`src/rtl/multicycle_controller.sv`:
```
// Multicycle RISC-V style main controller: sequences fetch/decode/execute states
// and produces registered per-state control signals plus op-decoded side outputs.
module multicycle_controller #(
  parameter bit TRAP_ILLEGAL = 1'b1
) (
  input  logic       clk,
  input  logic       reset,
  input  logic [6:0] op,
  input  logic       zero,
  output logic       pc_write,
  output logic       adr_src,
  output logic       ir_write,
  output logic       mem_write,
  output logic       reg_write,
  output logic [1:0] alu_src_a,
  output logic [1:0] alu_src_b,
  output logic [1:0] alu_op,
  output logic [1:0] result_src,
  output logic [1:0] imm_src,
  output logic [3:0] state,
  output logic       illegal
);

  localparam logic [6:0] OP_LW   = 7'b0000011;
  localparam logic [6:0] OP_SW   = 7'b0100011;
  localparam logic [6:0] OP_R    = 7'b0110011;
  localparam logic [6:0] OP_I    = 7'b0010011;
  localparam logic [6:0] OP_BEQ  = 7'b1100011;
  localparam logic [6:0] OP_JAL  = 7'b1101111;
  localparam logic [6:0] OP_NOP  = 7'b0000000;

  typedef enum logic [3:0] {
    S_FETCH    = 4'd0,
    S_DECODE   = 4'd1,
    S_MEMADR   = 4'd2,
    S_MEMREAD  = 4'd3,
    S_MEMWB    = 4'd4,
    S_MEMWRITE = 4'd5,
    S_EXECUTER = 4'd6,
    S_ALUWB    = 4'd7,
    S_EXECUTEI = 4'd8,
    S_JAL      = 4'd9,
    S_BEQ      = 4'd10
  } state_t;

  typedef struct packed {
    logic       pc_update;
    logic       branch;
    logic       adr_src;
    logic       ir_write;
    logic       mem_write;
    logic       reg_write;
    logic [1:0] alu_src_a;
    logic [1:0] alu_src_b;
    logic [1:0] alu_op;
    logic [1:0] result_src;
  } ctrl_t;

  state_t cur;
  ctrl_t  ctrl;

  function automatic state_t next_state(input state_t s, input logic [6:0] o);
    case (s)
      S_FETCH:  return S_DECODE;
      S_DECODE: begin
        case (o)
          OP_LW, OP_SW: return S_MEMADR;
          OP_R:         return S_EXECUTER;
          OP_I:         return S_EXECUTEI;
          OP_BEQ:       return S_BEQ;
          OP_JAL:       return S_JAL;
          default:      return S_FETCH;
        endcase
      end
      S_MEMADR:   return (o == OP_LW) ? S_MEMREAD : S_MEMWRITE;
      S_MEMREAD:  return S_MEMWB;
      S_EXECUTER,
      S_EXECUTEI,
      S_JAL:      return S_ALUWB;
      default:    return S_FETCH;
    endcase
  endfunction

  // Control word for the state being entered, so outputs line up with state.
  function automatic ctrl_t ctrl_for(input state_t s);
    ctrl_t c;
    c = '0;
    case (s)
      S_FETCH: begin
        c.ir_write = 1'b1; c.alu_src_b = 2'b10; c.result_src = 2'b10; c.pc_update = 1'b1;
      end
      S_DECODE:   begin c.alu_src_a = 2'b01; c.alu_src_b = 2'b01; end
      S_MEMADR:   begin c.alu_src_a = 2'b10; c.alu_src_b = 2'b01; end
      S_MEMREAD:  c.adr_src = 1'b1;
      S_MEMWB:    begin c.result_src = 2'b01; c.reg_write = 1'b1; end
      S_MEMWRITE: begin c.adr_src = 1'b1; c.mem_write = 1'b1; end
      S_EXECUTER: begin c.alu_src_a = 2'b10; c.alu_op = 2'b10; end
      S_EXECUTEI: begin c.alu_src_a = 2'b10; c.alu_src_b = 2'b01; c.alu_op = 2'b10; end
      S_ALUWB:    c.reg_write = 1'b1;
      S_JAL:      begin c.alu_src_a = 2'b01; c.alu_src_b = 2'b10; c.pc_update = 1'b1; end
      S_BEQ:      begin c.alu_src_a = 2'b10; c.alu_op = 2'b01; c.branch = 1'b1; end
      default:    c = '0;
    endcase
    return c;
  endfunction

  function automatic logic known_op(input logic [6:0] o);
    return (o == OP_LW) || (o == OP_SW) || (o == OP_R) || (o == OP_I) ||
           (o == OP_BEQ) || (o == OP_JAL) || (o == OP_NOP);
  endfunction

  always_ff @(posedge clk) begin
    if (reset) begin
      cur  <= S_FETCH;
      ctrl <= ctrl_for(S_FETCH);
    end else begin
      cur  <= next_state(cur, op);
      ctrl <= ctrl_for(next_state(cur, op));
    end
  end

  always_comb begin
    imm_src = 2'b00;
    case (op)
      OP_SW:   imm_src = 2'b01;
      OP_BEQ:  imm_src = 2'b10;
      OP_JAL:  imm_src = 2'b11;
      default: imm_src = 2'b00;
    endcase
  end

  assign pc_write   = ctrl.pc_update | (ctrl.branch & zero);
  assign adr_src    = ctrl.adr_src;
  assign ir_write   = ctrl.ir_write;
  assign mem_write  = ctrl.mem_write;
  assign reg_write  = ctrl.reg_write;
  assign alu_src_a  = ctrl.alu_src_a;
  assign alu_src_b  = ctrl.alu_src_b;
  assign alu_op     = ctrl.alu_op;
  assign result_src = ctrl.result_src;
  assign state      = cur;
  assign illegal    = TRAP_ILLEGAL && (cur == S_DECODE) && !known_op(op);

endmodule

```
`config.mk`:
```
export PLATFORM = sky130hd
export DESIGN_NAME = multicycle_controller
export DESIGN_NICKNAME = d
export VERILOG_FILES = /design/src/rtl/multicycle_controller.sv
export SDC_FILE = /design/constraint.sdc
export NUM_CORES = 1
export LEC_CHECK = 0
export ABC_AREA = 1
export CORE_ASPECT_RATIO = 0.7
export CORE_MARGIN = 1
export CORE_UTILIZATION = 49
export CTS_CLUSTER_DIAMETER = 150
export DETAILED_ROUTE_END_ITERATION = 16
export PLACE_DENSITY_LB_ADDON = 0.08
export SETUP_SLACK_MARGIN = 0.2
export SLEW_MARGIN = 20
export SYNTH_ARGS = -nofsm -noshare
export SYNTH_HDL_FRONTEND = slang
export SYNTH_SLANG_ARGS = --single-unit
```
`constraint.sdc`:
```
create_clock -name clk -period 1.8 [get_ports clk]
set_input_delay 0.18 -clock clk [delete_from_list [all_inputs] [get_ports clk]]
set_output_delay 0.18 -clock clk [all_outputs]
set_load 0.01 [all_outputs]
```
# Word-level counts from Yosys, hierarchy flattened
# Cells that the tools add are included.
dict set report word_totals {
  regBits 18
  inputBits 10
  out_inout_bits 20
  word_cells 70
}
dict set report classes {
  eq_ne 22
  muxes 15
  n_bitwise 2
  reduce_logical 20
}
# op count
set ops {}
lappend ops {{$pmux 4 s5} 2}
lappend ops {{$eq 4x3->1 const B} 5}
lappend ops {{$eq 4x4->1 const B} 5}
lappend ops {{$eq 4x2->1 const B} 4}
lappend ops {{$pmux 2 s2} 4}
lappend ops {{$eq 7x6->1 const B} 2}
lappend ops {{$eq 7x7->1 const B} 2}
lappend ops {{$reduce_or 2->1} 6}
lappend ops {{$eq 4x1->1 const B} 2}
lappend ops {{$logic_not 4->1} 2}
lappend ops {{$eq 7x2->1 const B} 1}
lappend ops {{$eq 7x5->1 const B} 1}
lappend ops {{$logic_not 7->1} 1}
lappend ops {{$logic_or 1x1->1} 6}
lappend ops {{$mux 1} 6}
lappend ops {{$pmux 2 s3} 1}
lappend ops {{$reduce_or 3->1} 2}
lappend ops {{$mux 4} 1}
lappend ops {{$reduce_or 4->1} 1}
lappend ops {{$mux 3} 1}
lappend ops {{$and 1x1->1} 1}
lappend ops {{$logic_and 1x1->1} 1}
lappend ops {{$logic_not 1->1} 1}
lappend ops {{$or 1x1->1} 1}

# Longest topological paths before layout
dict set report logic_depth {
  word_depth 9
  depth_mapped 11
  mapped_depth_nobuf 11
}

# Worst setup path after synthesis
# Ideal clock, no wire load.
dict set report synth_path {
  kind {register to output}
  from {reg cur[3] (netlist: state[3])}
  to {out illegal}
  arrival_ns 1.296
  required_time_ns 1.620
  slack_ns 0.324
  stages_incl_launch_ff 4
  n_path_buf 0
  cell_sequence {dfxtp_1 -> nor2_4 -> inv_4 -> a2111oi_0}
}
dict set report synth_between {
  elab_chain_len 2
}
# element line_no
set synth_rtl {}
lappend synth_rtl {{start: declaration} 59} ;# state_t cur;
lappend synth_rtl {{start signal: assignment} 117} ;# cur <= next_state(cur, op);
lappend synth_rtl {{$eq 4x1->1} 142} ;# assign illegal = TRAP_ILLEGAL && (cur == S_DECODE) && !known_op(op);
lappend synth_rtl {{$logic_and 1x1->1} 142}
lappend synth_rtl {{end: declaration} 21} ;# output logic illegal
# No other way between the ends.

# Final worst setup path
dict set report layout_path {
  from {reg cur[3] (netlist: state[3])}
  to {out state[3]}
}
# element line_no
set layout_lines {}
lappend layout_lines {{end: declaration} 20} ;# output logic [3:0] state,
# No word-level cell between the ends.

==> impl_results.md <==
- Status: completed
- Tot GR Track Use: 26.30%
- P_leak: 0.6903 nW
- Nets: 177
- Die width: 54.97 µm
- Max Clock Skew: 1.258 ps
- Routed WL: 2520 µm
- Mux cell area share after synthesis: 0%
- Part of the power in registers: 51.7%
- Vias: 977
- Combinational family with the most area after synthesis: simple AND/OR/NAND/NOR gates
- XOR/XNOR share of the synthesized area: 0%
- PortBufs: 29
- # IOs: 30
- Post-synthesis register bit count: 17
- Drt pass-1 iters: 4
- CTS Hold Buffers Added: 0
- Period utilization: 86.05%
- Final hold vios: 0
- Clk_lat worst skew: 300 ps
- Die height: 39.08 µm
- Mapped Nets: 134
- Initial drt markers: 29
- H-tree depth: 1
- Comb power frac: 21.3%
- Crit path DAT: 1370 ps
- Final non-filler cell total: 187
- Synth Area in Compound Gates: 7.802%
- Distinct cell type count after synthesis: 28
- Setup CP Type: register to primary output
- Fmax: 0.6456 GHz
- Slew HR: 66.09%
- Layout cell share with drive strength beyond 1: 39.76%
- Ys Warns: 0
- Mean Syn Cell Area: 7.759 µm²
- CTS Buf Count: 3
- Post-synthesis adder-cell area fraction: 0%
- Maximum VDD drop: 481.7 µV
- Total Neg Setup Slack: 0 ps
- First-pass GRT wire length: 3746 µm
- Crit Path Max Fanout: 5
- Root Buffer: clkbuf_4
- Vias per Instance: 5.225
- CTS clk-pin slew, worst paths: 100 ps
- Post-route cell area: 0.001435 mm²
- Net Sw Frac: 28.19%
- Core area: 0.001712 mm²
- Routed wire per std cell: 13.48 µm
- Share of the synthesized area in the top cell type: 35.37%
- Layout Area Growth over Synthesis: 49.16%
- Int Power: 0.5488 mW
- Initial Util: 56.21%
- Synth Area in Simple Gates: 43.30%
- DRC viols: 0
- Cell area power density: 532.6 mW/mm²
- Crit. End Element: primary output
- Grt ovf: 0
- Number of global-route vias before repair: 876
- Sink Count: 17
- Clk buf depth: 2
- Largest net degree at the start of global routing: 13
- Largest area contributor in the netlist: dfxtp_1
- Max-slew violations: 0
- Post-layout minimum cycle time: 1549 ps
- Final setup viols: 0
- Clk pwr share: 27.0%
- Placed cell area: 0.001335 mm²
- Initial antenna violation count: 0
- Number of antenna diodes: 0
- Startpoint types: register
- Largest cells by area after synthesis: dfxtp_1 (35%), nand2_1 (7.0%), nand2_2 (6.5%), buf_4 (6.2%), nand3_1 (5.2%)
- Gpl congestion: 0.8654
- Post-route ant nets: 0
- DP Wirelength: 1900 µm
- Crit path required time: 1620 ps
- Max-cap violations: 0
- Die area: 0.002148 mm²
- Switch Pwr: 0.2154 mW
- Worst hold path class: input pin to register
- Cells after DPL: 181
- Post-synthesis cell count: 124
- Site Rows: 12
- RSZ-0062 raised after global routing: false
- Slew @ Worst Pin: 507.1 ps
- CTS tree: built
- Post-synthesis sequential area ratio: 35.37%
- Post-Syn Area: 962.2 µm²
==> registers in the layout, indices dropped and copies added (netlist names) <==
register    cells
state           4
alu_op          2
alu_src_a       2
alu_src_b       2
result_src      2
adr_src         1
ctrl            1
ir_write        1
mem_write       1
reg_write       1
==> cell type report <==
type	instances	area (µm²)
inverters	17	68.82
multi-input cells	81	553.0
repair buffers	47	415.4
clock inverters	1	5.005
clock buffers	3	22.52
fillers	106	276.5
well taps	21	26.28
flip-flops and latches	17	344.1
==> path summary, 6_finish.rpt <==
check	start	endpoint	slack (ps)	depth (start not counted)
setup / recovery	state[3]	state[3]	250	2
hold reg to reg	state[0]	result_src[0]	580	2
hold / removal	op[6]	state[2]	550	6
setup reg to reg	state[2]	alu_op[0]	290	8
==> critical path, stage by stage, from the launching register on <==
cell	delay (ps)
dfxtp_1	390
buf_4	160
clkdlybuf4s50_1	530
==> per-layer routing <==
layer  part of all wire (%)  vias to the layer above  GRT usage (%)
li1                       -                      480              -
met1                     44                      433          31.48
met2                     46                       58          45.18
met3                    8.4                        6          7.059
met4                    1.6                        0          8.750
met5                      0                        -              0
==> stage by stage <==
step | total power, mW | hold WS [ps] | utilization (%) | setup WS (ps)
floorplan | 0.4870 | 251.0 | - | 323.7
global placement | 0.5564 | 562.8 | 78.00 | -272.2
detailed placement | 0.5614 | 579.5 | 78.00 | -399.0
CTS | 0.7649 | 527.9 | 80.77 | 230.7
global route | 0.8002 | 592.9 | 83.85 | 204.3
finish | 0.7643 | 552.9 | 83.85 | 251.0
==> synthesized netlist by cell type (all sizes together) <==
| cell | number |
|---|---|
| a2111oi | 1 |
| a21o | 1 |
| a21oi | 6 |
| a22oi | 1 |
| buf | 8 |
| clkbuf | 1 |
| clkinv | 1 |
| dfxtp | 17 |
| inv | 16 |
| nand2 | 28 |
| nand3 | 12 |
| nand4 | 4 |
| nor2 | 17 |
| nor3 | 5 |
| nor4 | 4 |
| o21ai | 2 |
==> placed cells by master, fill, tap and decap left out, drive strengths merged <==
master,netlist,final
a22oi,1,1
nand4,4,4
nand3,12,12
a21o,1,1
buf,8,19
o21ai,2,2
inv,16,16
clkdlybuf4s15,0,1
a21oi,6,6
clkdlybuf4s50,0,19
nand2,28,28
clkinv,1,2
nor3,5,5
clkbuf,1,3
nor4,4,4
dfxtp,17,17
dlygate4sd2,0,8
a2111oi,1,1
nor2,17,17
==> kinds of logic after synthesis <==
group	Yosys count
flops	17
buf+inv	26
compound gates	11
simple gates	70
==> what timing repair did <==
action                                  in CTS  in global routing
gates cloned                                 0                  0
endpoints found under the setup margin       3                  8
pin swaps                                    1                  5
gates resized for setup                     25                 11
buffers inserted                             0                  2
==> power groups by stage <==
stage / clock network [mW] / registers [mW] / logic [mW]
after detailed placement: 0 / 0.403 / 0.158
after global routing: 0.229 / 0.397 / 0.175
after floorplan: 0 / 0.405 / 0.0818
final: 0.207 / 0.395 / 0.163
after global placement: 0 / 0.403 / 0.154
after CTS: 0.212 / 0.395 / 0.159
No activity file was read; power rests on OpenSTA's default activity.
